### src/rtl/sd_audio_pkg.sv
// Shared types and widths for the SD-card audio read path.
package sd_audio_pkg;

  localparam int unsigned AddrW          = 32;
  localparam int unsigned ByteW          = 8;
  localparam int unsigned FifoCntW       = 11;
  localparam int unsigned ByteCntW       = 10;
  localparam int unsigned BlockBytesDflt = 512;

  typedef enum logic [2:0] {
    StIdle,
    StWaitSpace,
    StIssue,
    StReceive,
    StWaitReady,
    StDone
  } sd_state_e;

endpackage

### src/rtl/sd_byte_capture.sv
// Turns the SD controller byte strobe into single-cycle FIFO writes and flags
// bytes that arrive while the FIFO is full.
module sd_byte_capture
  import sd_audio_pkg::*;
(
  input  logic             clk_i,
  input  logic             rst_ni,
  input  logic             byte_avail_i,
  input  logic [ByteW-1:0] data_i,
  input  logic             accept_i,
  input  logic             fifo_full_i,
  output logic             edge_o,
  output logic [ByteW-1:0] data_o,
  output logic             wr_en_o,
  output logic             overflow_o
);

  logic             avail_q;
  logic [ByteW-1:0] data_q, data_d;
  logic             wr_en_q, wr_en_d;
  logic             overflow_q, overflow_d;

  // The edge register tracks the strobe even outside a block so a level left
  // high across a state change never counts as a fresh byte.
  assign edge_o = accept_i & byte_avail_i & ~avail_q;

  always_comb begin
    data_d     = edge_o ? data_i : data_q;
    wr_en_d    = edge_o & ~fifo_full_i;
    overflow_d = overflow_q | (edge_o & fifo_full_i);
  end

  always_ff @(posedge clk_i or negedge rst_ni) begin
    if (!rst_ni) begin
      avail_q    <= 1'b0;
      data_q     <= '0;
      wr_en_q    <= 1'b0;
      overflow_q <= 1'b0;
    end else begin
      avail_q    <= byte_avail_i;
      data_q     <= data_d;
      wr_en_q    <= wr_en_d;
      overflow_q <= overflow_d;
    end
  end

  assign data_o     = data_q;
  assign wr_en_o    = wr_en_q;
  assign overflow_o = overflow_q;

endmodule

### src/rtl/sd_block_reader.sv
// Block-at-a-time SD read sequencer feeding the audio sample FIFO; requests a
// block only when the FIFO can absorb all of it.
module sd_block_reader
  import sd_audio_pkg::*;
#(
  parameter logic [AddrW-1:0] START_ADDR  = '0,
  parameter logic [AddrW-1:0] END_ADDR    = 32'h0100_0000,
  parameter int unsigned      BLOCK_BYTES = BlockBytesDflt,
  parameter int unsigned      FIFO_DEPTH  = 1024,
  parameter bit               LOOP        = 1'b1
) (
  input  logic                clk_in,
  input  logic                rst_n_in,
  input  logic                enable_in,
  input  logic                sd_ready_in,
  input  logic                sd_byte_available_in,
  input  logic [ByteW-1:0]    sd_dout_in,
  input  logic [FifoCntW-1:0] fifo_count_in,
  input  logic                fifo_full_in,
  output logic                sd_rd_out,
  output logic [AddrW-1:0]    sd_addr_out,
  output logic [ByteW-1:0]    fifo_din_out,
  output logic                fifo_wr_en_out,
  output logic                busy_out,
  output logic                done_out,
  output logic                overflow_err_out
);

  localparam logic [AddrW-1:0]    BlockStep  = AddrW'(BLOCK_BYTES);
  localparam logic [FifoCntW-1:0] SpaceLimit = FifoCntW'(FIFO_DEPTH - BLOCK_BYTES);
  localparam logic [ByteCntW-1:0] LastByte   = ByteCntW'(BLOCK_BYTES - 1);

  sd_state_e           state_q, state_d;
  logic [ByteCntW-1:0] byte_cnt_q, byte_cnt_d;
  logic [AddrW-1:0]    addr_q, addr_d;
  logic                rd_q, rd_d;
  logic                busy_q, busy_d;
  logic                done_q, done_d;

  logic             byte_edge;
  logic [AddrW-1:0] next_addr;
  logic             last_block;

  assign next_addr  = addr_q + BlockStep;
  assign last_block = (next_addr == END_ADDR);

  sd_byte_capture u_capture (
    .clk_i        (clk_in),
    .rst_ni       (rst_n_in),
    .byte_avail_i (sd_byte_available_in),
    .data_i       (sd_dout_in),
    .accept_i     (state_q == StReceive),
    .fifo_full_i  (fifo_full_in),
    .edge_o       (byte_edge),
    .data_o       (fifo_din_out),
    .wr_en_o      (fifo_wr_en_out),
    .overflow_o   (overflow_err_out)
  );

  always_ff @(posedge clk_in or negedge rst_n_in) begin
    if (!rst_n_in) begin
      state_q    <= StIdle;
      byte_cnt_q <= '0;
      addr_q     <= START_ADDR;
      rd_q       <= 1'b0;
      busy_q     <= 1'b0;
      done_q     <= 1'b0;
    end else begin
      state_q    <= state_d;
      byte_cnt_q <= byte_cnt_d;
      addr_q     <= addr_d;
      rd_q       <= rd_d;
      busy_q     <= busy_d;
      done_q     <= done_d;
    end
  end

  always_comb begin
    state_d    = state_q;
    byte_cnt_d = byte_cnt_q;
    addr_d     = addr_q;
    unique case (state_q)
      StIdle: begin
        if (enable_in) state_d = StWaitSpace;
      end
      StWaitSpace: begin
        if (!enable_in) begin
          state_d = StIdle;
        end else if (sd_ready_in && (fifo_count_in <= SpaceLimit)) begin
          state_d = StIssue;
        end
      end
      StIssue: begin
        if (!sd_ready_in) state_d = StReceive;
      end
      StReceive: begin
        if (byte_edge) begin
          if (byte_cnt_q == LastByte) begin
            byte_cnt_d = '0;
            state_d    = StWaitReady;
          end else begin
            byte_cnt_d = byte_cnt_q + 1'b1;
          end
        end
      end
      StWaitReady: begin
        if (sd_ready_in) begin
          if (last_block && !LOOP) begin
            state_d = StDone;
          end else begin
            addr_d  = last_block ? START_ADDR : next_addr;
            // A pause request seen mid-block takes effect only here.
            state_d = enable_in ? StWaitSpace : StIdle;
          end
        end
      end
      StDone: begin
        if (!enable_in) begin
          state_d = StIdle;
          addr_d  = START_ADDR;
        end
      end
      default: state_d = StIdle;
    endcase
  end

  // Outputs are decoded from the next state so they register alongside it.
  always_comb begin
    rd_d   = (state_d == StIssue);
    busy_d = (state_d == StIssue) || (state_d == StReceive) || (state_d == StWaitReady);
    done_d = (state_d == StDone);
  end

  assign sd_rd_out   = rd_q;
  assign sd_addr_out = addr_q;
  assign busy_out    = busy_q;
  assign done_out    = done_q;

endmodule

### config.mk
export PLATFORM = sky130hd
export DESIGN_NAME = sd_block_reader
export DESIGN_NICKNAME = d
export VERILOG_FILES = /design/src/rtl/sd_audio_pkg.sv /design/src/rtl/sd_byte_capture.sv /design/src/rtl/sd_block_reader.sv
export SDC_FILE = /design/constraint.sdc
export NUM_CORES = 1
export LEC_CHECK = 0
export ABC_AREA = 1
export CORE_UTILIZATION = 56
export CTS_BUF_LIST = sky130_fd_sc_hd__clkbuf_8
export CTS_CLUSTER_DIAMETER = 60
export CTS_CLUSTER_SIZE = 8
export DETAILED_ROUTE_END_ITERATION = 12
export PLACE_DENSITY_LB_ADDON = 0.12
export SLEW_MARGIN = 15
export SYNTH_ARGS = -nofsm -noshare
export SYNTH_HDL_FRONTEND = slang
export SYNTH_HIERARCHICAL = 1
export SYNTH_SLANG_ARGS = --single-unit
### constraint.sdc
create_clock -name clk_in -period 4.7 [get_ports clk_in]
set_input_delay 0.47 -clock clk_in [delete_from_list [all_inputs] [get_ports clk_in]]
set_output_delay 0.47 -clock clk_in [all_outputs]
set_load 0.005 [all_outputs]
==> results.py <==
metrics = {
    "logic_synthesis": {
        "ys_ff_latch": 50,
        "ys_seq_area_share_pct": 41.29,
        "synth_top_area_share_pct": 41.29,
        "async_reset_ff_share_pct": 100.0,
        "ys_warn_count": 6,
        "synth_most_common_cell": "nand2_1",
        "synth_commonest_cells": "127 x nand2_1, 55 x inv_1, 50 x dfrtp_1",
        "netlist_area_mm2": 0.003030,
        "synth.avg_cell_area_um2": 7.320,
        "postSynthCellCount": 414,
        "ys_top_cells_by_area": "dfrtp_1 41%, nand2_1 16%, inv_1 6.8%",
        "netlist-cell-type-count": 34,
        "synth-edff-count": 0,
        "ys_dominant_reg_cell": "dfrtp_1",
        "yosys.area.top_type": "dfrtp_1",
    },
    "power_and_ir_drop": {
        "clkPwrFrac_pct": 20.5,
        "p_leak_uw": 0.001759,
        "p_sw_share_pct": 33.97,
        "power_density_mw_per_mm2": 345.5,
        "seqPwrFrac_pct": 46.7,
        "vdd_ir_drop_max_mv": 0.1923,
        "power_frac_comb_pct": 32.7,
        "p_sw_uw": 440.0,
        "intPower_uw": 855.3,
    },
    "flow_run": {
        "drv_cap": 0,
    },
    "critical_path": {
        "worstPathMaxFanout": 11,
        "rr_worst_depth": 12,
        "timing.rr.end": "byte_cnt_q[5]",
        "reg2reg_slack_ps": 2450,
        "cp.arrival_ps": 2440,
        "cp-end-kind": "flop",
        "reg2reg_from": "state_q[2]",
        "cp.required_ps": 4890,
        "startpoint_type": "flop",
        "critPathKind": "flop to flop",
    },
    "drt": {
        "vias_per_cell": 5.113,
        "wl_per_cell_um": 12.37,
        "wirelength_um": 6777,
        "drtPass1Iterations": 5,
        "vias": 2802,
        "drt_first_iter_violations": 167,
        "drc": 0,
        "ant_nets": 0,
    },
    "floorplanning": {
        "io_pins": 70,
        "die_w_um": 75.56,
        "core_area_mm2": 0.005172,
        "start_util_pct": 58.59,
        "die_area_mm2": 0.005709,
        "fp.dieH_um": 75.56,
        "fp-row-count": 26,
    },
    "timing": {
        "grt_setup_unrepaired": "no",
        "maxSlewViolCount": 0,
        "tightestPinTransition_ps": 625.5,
        "timing.final.hold_violations": 0,
        "fmax_mhz": 444.0,
        "clock_skew_ps": 10.13,
        "setup_violations": 0,
        "setup_tns_ps": 0,
        "fin_crit_ps": 2252,
        "timing.final.crit_share_pct": 47.92,
        "relSlewSlack_pct": 58.30,
    },
    "clock_tree": {
        "numCtsBuffers": 5,
        "clkSinkCount": 50,
        "cts_buffer_depth": 2,
        "ctsResizeCount": 0,
        "cts-root-buf": "clkbuf_8",
        "clk-insertion-delay-late_ps": 300,
        "htree_levels": 2,
        "ctsHoldBuffers": 0,
        "clkTransAtPathRegs_ps": 100,
        "cts_tree": "built",
        "cts_setup_buffers": 0,
    },
    "layout": {
        "final_cell_area_mm2": 0.003749,
        "stdcell_count": 548,
        "area_growth_pct": 23.70,
        "drive_above_1_share_pct": 8.159,
        "diodes": 0,
        "nNetsFinal": 504,
    },
    "global_routing": {
        "overflow": 0,
        "antenna_found_initial": 0,
        "track_usage_pct": 26.47,
        "grt_first_pass_wirelength_um": 11480,
        "grt_max_degree": 51,
        "first_global_vias": 2707,
    },
    "outcome": {
        "outcome": "completed",
    },
    "min_path": {
        "min_path_type": "primary input to asynchronous set/reset pin",
    },
    "placed_design": {
        "place_area_mm2": 0.003654,
        "dpl.hpwl_um": 5082,
        "io_buffers": 60,
        "dp_cells": 540,
        "gp_congestion": 0.8755,
    },
}
-- worst max-delay path, cell delays in order (launching register included) --
cell and delay (ps):
dfrtp_1 440, nor2_4 150, nand2_2 80, inv_1 290
nand3_4 180, inv_1 90, inv_1 70, nor2_4 160
inv_2 80, nor3_4 200, nand3_4 140, nor2_1 190
nor2_1 70
-- worst max path at each step --
stage                                    start             to  slack (ps)  cells after the start
after CTS                           state_q[2]  byte_cnt_q[5]        2430                     12
final                               state_q[2]  byte_cnt_q[5]        2450                     12
after floorplan                     state_q[2]  byte_cnt_q[5]        2790                     13
after detailed placement  sd_byte_available_in  byte_cnt_q[5]        2180                     10
after global routing                state_q[2]  byte_cnt_q[5]        2240                     12
after global placement    sd_byte_available_in  byte_cnt_q[5]        2270                     10
-- logic make-up (layout without fill, tap and decap cells) --
kind of cell | Yosys count | after routing | synth area share (%)
adders and majority gates | 2 | 2 | 0.8256
buffers and inverters | 73 | 129 | 10.78
xor gates and xnor gates | 5 | 5 | 1.445
DFF | 50 | 50 | 41.29
other | 1 | 9 | 0.1237
AOI/OAI and AO/OA | 36 | 36 | 6.937
and+or+nand+nor | 247 | 247 | 38.60
-- cell usage in the layout (no fill, tap or decap), drive strengths merged, types with 2 or more instances in the layout --
master         count
nand4             19
o22ai              6
nor3               7
clkdlybuf4s50     59
ha                 2
dfrtp             50
conb               9
o21bai             2
inv               59
nand2            133
xor2               2
nand3             31
xnor2              3
buf                3
nor2              54
o21ai             26
clkbuf             6
-- sequential cells by signal, indices dropped and copies added, names as in the netlist, 3 cells and up --
register / count
sd_addr_out: 23
byte_cnt_q: 10
u_capture/data_o: 8
state_q: 3
-- routing by layer --
| metal | GRT usage [%] | vias to the layer above | wire, µm | share of wire (%) |
|---|---|---|---|---|
| met3 | 5.556 | 11 | 291 | 4.3 |
| met5 | 0 | - | 0 | 0 |
| met1 | 32.56 | 1289 | 2935 | 43 |
| met2 | 45.73 | 72 | 3442 | 51 |
| met4 | 10.29 | 0 | 108 | 1.6 |
| li1 | - | 1430 | - | - |
-- power by group through the flow --
| stage | Sequential [µW] | Combinational (µW) | Clock (µW) |
|---|---|---|---|
| floorplan | 601 | 207 | 0 |
| finish | 605 | 424 | 266 |
| global route | 619 | 482 | 283 |
| global placement | 610 | 413 | 0 |
| detailed placement | 609 | 426 | 0 |
| CTS | 604 | 427 | 268 |
-- final cells by class --
type / instances / area, µm²
multi-input combinational: 299 / 1483
fill: 442 / 1424
sequential: 50 / 1251
timing repair buffer: 62 / 610.6
inverter: 59 / 221.5
tap: 70 / 87.58
clock buffer: 6 / 82.58
clock inverter: 2 / 12.51
-- stage by stage --
stage | util [%] | total power [µW] | worst slack, ps | hold WS (ps)
finish | 72.47 | 1295 | 2448 | 238.7
global route | 72.47 | 1384 | 2237 | 320.7
CTS | 72.47 | 1299 | 2434 | 276.3
detailed placement | 70.63 | 1035 | 2179 | 449.2
global placement | 70.63 | 1023 | 2272 | 447.7
floorplan | - | 808.0 | 2792 | 174.4
Power figures use the tool's default switching activity.
